<file path="config.mk">
export PLATFORM = sky130hd
export DESIGN_NAME = unified_mem_arbiter
export DESIGN_NICKNAME = d
export VERILOG_FILES = /design/src/rtl/unified_mem_arbiter_pkg.sv /design/src/rtl/unified_mem_arbiter_timeout.sv /design/src/rtl/unified_mem_arbiter.sv
export SDC_FILE = /design/constraint.sdc
export NUM_CORES = 1
export LEC_CHECK = 0
export ABC_AREA = 1
export CAP_MARGIN = 30
export CORE_MARGIN = 5
export CORE_UTILIZATION = 36
export DETAILED_ROUTE_END_ITERATION = 12
export PLACE_DENSITY = 0.89
export SYNTH_ARGS = -nofsm -noshare
export SYNTH_HDL_FRONTEND = slang
export SYNTH_SLANG_ARGS = --single-unit
export TNS_END_PERCENT = 30
</file>
<file path="constraint.sdc">
create_clock -name clk -period 2.1 [get_ports clk]
set_clock_uncertainty 0.05 [all_clocks]
set_input_delay 0.315 -clock clk [delete_from_list [all_inputs] [get_ports clk]]
set_output_delay 0.315 -clock clk [all_outputs]
set_load 0.03 [all_outputs]
</file>
<file path="src/rtl/unified_mem_arbiter_pkg.sv">
// Shared types for the unified memory arbiter: FSM states, access owner and byte-enable constants.
package HighLevelControl;

    typedef enum logic [1:0] {
        ARB_IDLE   = 2'd0,
        ARB_IFETCH = 2'd1,
        ARB_DATA   = 2'd2
    } arbState;

    typedef enum logic {
        OWNER_I = 1'b0,
        OWNER_D = 1'b1
    } memOwner;

    localparam logic [3:0] BE_ALL  = 4'b1111;
    localparam logic [3:0] BE_NONE = 4'b0000;

    // Which requester owns the memory in a given state (meaningless in ARB_IDLE).
    function automatic memOwner owner_of(input arbState s);
        return (s == ARB_DATA) ? OWNER_D : OWNER_I;
    endfunction

endpackage

</file>
<file path="src/rtl/unified_mem_arbiter_timeout.sv">
// Busy-cycle counter with synchronous clear; tc_c is high in the cycle the count reaches its limit.
module arbTimeoutCounter #(
    parameter int unsigned TIMEOUT_CYCLES = 64
) (
    input  logic clk,
    input  logic rst_n,
    input  logic clear,
    input  logic enable,
    output logic tc_c
);

    localparam int unsigned CNT_W = $clog2(TIMEOUT_CYCLES + 1);

    logic [CNT_W-1:0] cnt_q;
    logic [CNT_W-1:0] cnt_d;

    // The current cycle is the TIMEOUT_CYCLES-th busy cycle when TIMEOUT_CYCLES-1 have already elapsed.
    assign tc_c = (cnt_q == CNT_W'(TIMEOUT_CYCLES - 1));

    always_comb begin
        cnt_d = cnt_q;
        if (clear) begin
            cnt_d = '0;
        end else if (enable && !tc_c) begin
            cnt_d = cnt_q + CNT_W'(1);
        end
    end

    always_ff @(posedge clk or negedge rst_n) begin
        if (!rst_n) begin
            cnt_q <= '0;
        end else begin
            cnt_q <= cnt_d;
        end
    end

endmodule

</file>
<file path="src/rtl/unified_mem_arbiter.sv">
// Arbitrates one instruction-fetch and one data port onto a single-outstanding memory interface,
// with anti-starvation for fetches and a busy timeout that aborts hung accesses.
module unified_mem_arbiter
    import HighLevelControl::*;
#(
    parameter int unsigned BIT_COUNT      = 32,
    parameter int unsigned MAX_D_STREAK   = 4,
    parameter int unsigned TIMEOUT_CYCLES = 64
) (
    input  logic                 clk,
    input  logic                 reset,
    input  logic                 IReq,
    input  logic [BIT_COUNT-1:0] IAdr,
    output logic                 IGnt,
    output logic                 IValid,
    output logic [31:0]          IRdata,
    input  logic                 DReq,
    input  logic                 DWrite,
    input  logic [3:0]           DByteEn,
    input  logic [BIT_COUNT-1:0] DAdr,
    input  logic [31:0]          DWdata,
    output logic                 DGnt,
    output logic                 DValid,
    output logic [31:0]          DRdata,
    output logic                 MemEn,
    output logic                 MemWrite,
    output logic [3:0]           ByteEn,
    output logic [BIT_COUNT-1:0] MemAdr,
    output logic [31:0]          MemWriteData,
    input  logic [31:0]          MemReadData,
    input  logic                 MemReady,
    output logic                 MemError
);

    localparam int unsigned STREAK_W = $clog2(MAX_D_STREAK + 1);

    generate
        if (BIT_COUNT != 32 && BIT_COUNT != 64) begin : g_bad_width
            $error("unified_mem_arbiter: BIT_COUNT must be 32 or 64");
        end
    endgenerate

    arbState                 state_q,  state_d;
    logic [STREAK_W-1:0]     streak_q, streak_d;
    logic [BIT_COUNT-1:0]    adr_q,    adr_d;
    logic [31:0]             wdata_q,  wdata_d;
    logic                    write_q,  write_d;
    logic [3:0]              be_q,     be_d;
    logic                    error_q,  error_d;
    logic                    run_q,    run_d;

    logic    busy_c;
    logic    done_c;
    logic    streak_full_c;
    logic    tmo_tc_c;
    memOwner owner_c;

    arbTimeoutCounter #(
        .TIMEOUT_CYCLES (TIMEOUT_CYCLES)
    ) u_timeout (
        .clk    (clk),
        .rst_n  (reset),
        .clear  (IGnt || DGnt),
        .enable (busy_c),
        .tc_c   (tmo_tc_c)
    );

    // run_q blocks grants until the first clock edge after reset release.
    always_comb begin
        busy_c        = (state_q != ARB_IDLE);
        owner_c       = owner_of(state_q);
        streak_full_c = (streak_q == STREAK_W'(MAX_D_STREAK));
        done_c        = busy_c && (MemReady || tmo_tc_c);

        DGnt = 1'b0;
        IGnt = 1'b0;
        if (state_q == ARB_IDLE && run_q) begin
            if (DReq && !(IReq && streak_full_c)) begin
                DGnt = 1'b1;
            end else if (IReq) begin
                IGnt = 1'b1;
            end
        end

        state_d = state_q;
        adr_d   = adr_q;
        wdata_d = wdata_q;
        write_d = write_q;
        be_d    = be_q;
        if (DGnt) begin
            state_d = ARB_DATA;
            adr_d   = DAdr;
            wdata_d = DWdata;
            write_d = DWrite;
            be_d    = DWrite ? DByteEn : BE_ALL;
        end else if (IGnt) begin
            state_d = ARB_IFETCH;
            adr_d   = IAdr;
            write_d = 1'b0;
            be_d    = BE_ALL;
        end else if (done_c) begin
            state_d = ARB_IDLE;
        end

        // Counts data grants that overtook a waiting fetch.
        streak_d = streak_q;
        if (!IReq || IGnt) begin
            streak_d = '0;
        end else if (DGnt && !streak_full_c) begin
            streak_d = streak_q + STREAK_W'(1);
        end

        error_d = error_q || (done_c && !MemReady);
        run_d   = 1'b1;
    end

    // Memory and completion outputs, all qualified by the registered state.
    always_comb begin
        MemEn        = busy_c;
        MemWrite     = (state_q == ARB_DATA) && write_q;
        ByteEn       = busy_c ? be_q : BE_NONE;
        MemAdr       = adr_q;
        MemWriteData = wdata_q;
        MemError     = error_q;

        IValid = done_c && (owner_c == OWNER_I);
        DValid = done_c && (owner_c == OWNER_D);
        IRdata = (IValid && MemReady) ? MemReadData : 32'h0;
        DRdata = (DValid && MemReady && !write_q) ? MemReadData : 32'h0;
    end

    always_ff @(posedge clk or negedge reset) begin
        if (!reset) begin
            state_q  <= ARB_IDLE;
            streak_q <= '0;
            adr_q    <= '0;
            wdata_q  <= '0;
            write_q  <= 1'b0;
            be_q     <= BE_NONE;
            error_q  <= 1'b0;
            run_q    <= 1'b0;
        end else begin
            state_q  <= state_d;
            streak_q <= streak_d;
            adr_q    <= adr_d;
            wdata_q  <= wdata_d;
            write_q  <= write_d;
            be_q     <= be_d;
            error_q  <= error_d;
            run_q    <= run_d;
        end
    end

endmodule

</file>
==> Implementation_results.wiki <==
{| class="wikitable"
! Metric !! Value
|-
| Result of the run || finished clean
|-
| Fraction of synthesized cell area taken by the top area cell type || 0.5189
|-
| Source-to-sink clock delay at the later pin of the worst-skew pair || 0.34 ns
|-
| Global-route usage over all layers || 0.1941
|-
| Endpoint type of the worst setup path || output port
|-
| Overall routed net length || 13,900 microns
|-
| Type of origin of the critical path || register
|-
| Setup repair after global routing missed its margin || yes
|-
| First drt pass iteration count || 4
|-
| Standard cell area after detailed placement || 0.006818 sq mm
|-
| Depth of the most critical reg-to-reg path || 9
|-
| Post-Syn Area per Cell || 7.385 sq um
|-
| Multi-input logic area || 0.001642 sq mm
|-
| Number of input and output port buffers inserted || 276
|-
| Global route overflow || 0
|-
| Power Dens Cells || 1283 mW/mm^2
|-
| Gp weighted congestion || 0.7984
|-
| Proportion of layout cells with a drive suffix above 1 || 0.1489
|-
| Setup Crit Path Kind || reg2out
|-
| Detailed router's first-iteration violation count || 170
|-
| Count of unresolved DRC violations after routing || 0
|-
| Number of filler instances in the final layout || between 900 and 1,000
|-
| Max Root-Sink Buffers || 2
|-
| ANT cells || 0
|-
| Overall via count from detail_route || 4,361
|-
| Final HPWL from detailed placement || 10,720 microns
|-
| Clock H-tree levels || 3
|-
| Max-cap check violation count || 0
|-
| Sinks on the clock net || between 80 and 90
|-
| Largest vdd supply drop || 1029 uV
|-
| Top cells by count, synth || nand2_1 (221), nor2_1 (90), dfrtp_1 (83)
|-
| Post-route cell area || 0.007179 sq mm
|-
| Required time at the worst-slack endpoint || 1.74 ns
|-
| Min cycle time layout || about 2 ns
|-
| CP max FO || 5
|-
| Initial antenna violation count || 0
|-
| Die X || 115.4 microns
|-
| Area added between synthesis and finish || 79.37%
|-
| Clock tree root driver cell || clkbuf_8
|-
| Distinct cell type count after synthesis || 25
|-
| Most area-consuming cells after synthesis || dfrtp_1 (52%), nand2_1 (21%), nor2_1 (8.4%)
|-
| Pre-CTS setup slack || about 0.24 ns
|-
| Most numerous cell in the Yosys netlist || nand2_1
|-
| Pin count of the biggest net entering global routing || 43
|-
| Post-layout util || 0.6594
|-
| Chip Height || 115.4 microns
|-
| Core area || 0.01089 sq mm
|-
| Async set or reset register ratio after synthesis || 1.000
|-
| Top_reg_cell synth || dfrtp_1
|-
| Max Fclk || 487.9 MHz
|-
| Post-Syn Area || 0.004003 sq mm
|-
| Sequential share of the synthesized area || 0.5189
|-
| Number of max-slew violations in the final report || 0
|-
| Global-route wire length before repair || 20,640 microns
|-
| Clock slew at reported path FFs || 0.09 ns
|-
| Synthesis-stage register bit count || 83
|-
| Final worst path period share || 0.9760
|-
| Storage element area || ~0.0021 sq mm
|-
| Routed wire length per instance || 14.29 microns
|-
| Vias per Instance || between 4 and 5
|-
| Net count of the mapped netlist || 683
|-
| Net total in the final layout || 969
|-
| Leakage Power || 3.705 nW
|-
| Data arrival time at the worst-slack endpoint || 1.68 ns
|-
| Gate count of the mapped netlist || 542
|-
| Number of buffers added by the clock tree synthesis step || 9
|-
| Final setup slack of the worst path || approximately 0.050 ns
|-
| Clock tree from TritonCTS || built
|-
| # setup viols final || 0
|-
| Standard-cell rows || 38
|-
| Yosys warning total || 0
|-
| Hold Vio Cnt, Final || 0
|-
| Final ANT Viol Nets || 0
|-
| Dominant cell type by area after synthesis || dfrtp_1
|-
| Total placed cells including tap cells || 949
|-
| Top-Level Pins || 277
|-
| Number of global-route vias before repair || 4,222
|-
| Area enclosed by the die boundary || 0.01333 sq mm
|-
| Starting density of the core || 0.3676
|-
| Count of non-filler cells in the finished layout || 973
|-
| Min-Delay Path Class || in2async
|-
| Count of flip-flops with a built-in enable after synthesis || 0
|}
-- metal layers --
metal	up-vias	track usage	wire length [microns]
li1	2202	-	-
met1	1966	0.2100	5071
met2	174	0.3623	7228
met3	19	0.06162	1385
met4	0	0.05477	214
met5	-	0	0
-- power by group --
| group | internal, mW | leakage [nW] | switching [mW] | total (mW) |
|---|---|---|---|---|
| registers | 2.28 | 1.03 | 0.393 | 2.68 |
| clock network | 0.740 | 0.112 | 0.593 | 1.33 |
| logic | 2.09 | 2.56 | 3.11 | 5.20 |
| total | 5.12 | 3.71 | 4.09 | 9.21 |
-- state kept, by name, summed over array words and instances (netlist names) --
| register | cells |
|---|---|
| MemWriteData | 32 |
| write_q | 1 |
| run_q | 1 |
| MemError | 1 |
| be_q | 4 |
| u_timeout.cnt_q | 7 |
| MemAdr | 32 |
| streak_q | 3 |
| state_q | 2 |
-- area by class of cell --
type                       instances  share of cell area
timing repair buffer             299              0.3982
sequential                        83              0.2893
multi-input combinational        384              0.2287
inverter                          51             0.02666
tap                              140             0.02440
clock buffer                      11             0.02109
clock inverter                     5             0.01168
-- metrics by stage --
step,setup TNS [ns],total power [mW],hold WS (ns)
floorplan,0,5.499,-0.03059
global placement,0,7.764,0.1373
detailed placement,0,7.851,0.1372
CTS,-0.02106,9.221,0.2969
global route,-0.07065,9.777,0.3214
finish,0,9.210,0.3154
-- layout by cell type, fill, tap and decap left out, drive strengths merged, types with 3 or more instances in the layout --
cell type and count:
a21oi 6, buf 91, clkbuf 11, clkdlybuf4s50 201, dfrtp 83, dlymetal6s2s 5
ha 3, inv 52, nand2 223, nand3 46, nand4 3, nor2 94
o21ai 3
-- worst paths after layout --
kind | startpoint | endpoint | slack (ns)
max | u_timeout.cnt_q[1] | IValid | 0.05
min | reset | MemAdr[0] | 0.32
max in group asynchronous | reset | MemWriteData[20] | 1.08
min reg2reg | MemWriteData[12] | MemWriteData[12] | 0.42
min in group clk | MemWriteData[12] | MemWriteData[12] | 0.42
max reg2reg | state_q[0] | MemAdr[15] | 0.27
-- logic make-up after synthesis --
logic type	after synthesis	share of synthesized area
flip-flops	83	0.5189
other	1	0.0009369
buffers and inverters	75	0.08221
AO/OA/AOI/OAI	11	0.01500
adder cells (fa/ha/maj)	3	0.009379
AND/OR/NAND/NOR	368	0.3714
XOR/XNOR	1	0.002189
-- worst max-delay path, cell delays in order, from the launching register on --
cell	delay [ns]
dfrtp_1	0.37
ha_2	0.20
nand2_1	0.09
nor2_2	0.16
nand2_1	0.10
nand2_2	0.09
nand2_4	0.08
nor2_2	0.11
buf_6	0.14
-- timing repair --
action,in CTS,in global routing
pin swaps,0,3
setup endpoints to repair,3,29
gates resized for setup,2,19
hold buffers,1,0
hold endpoints to repair,14,0
buffers inserted,0,7
Note: power is estimated with default switching activity, not from simulation.
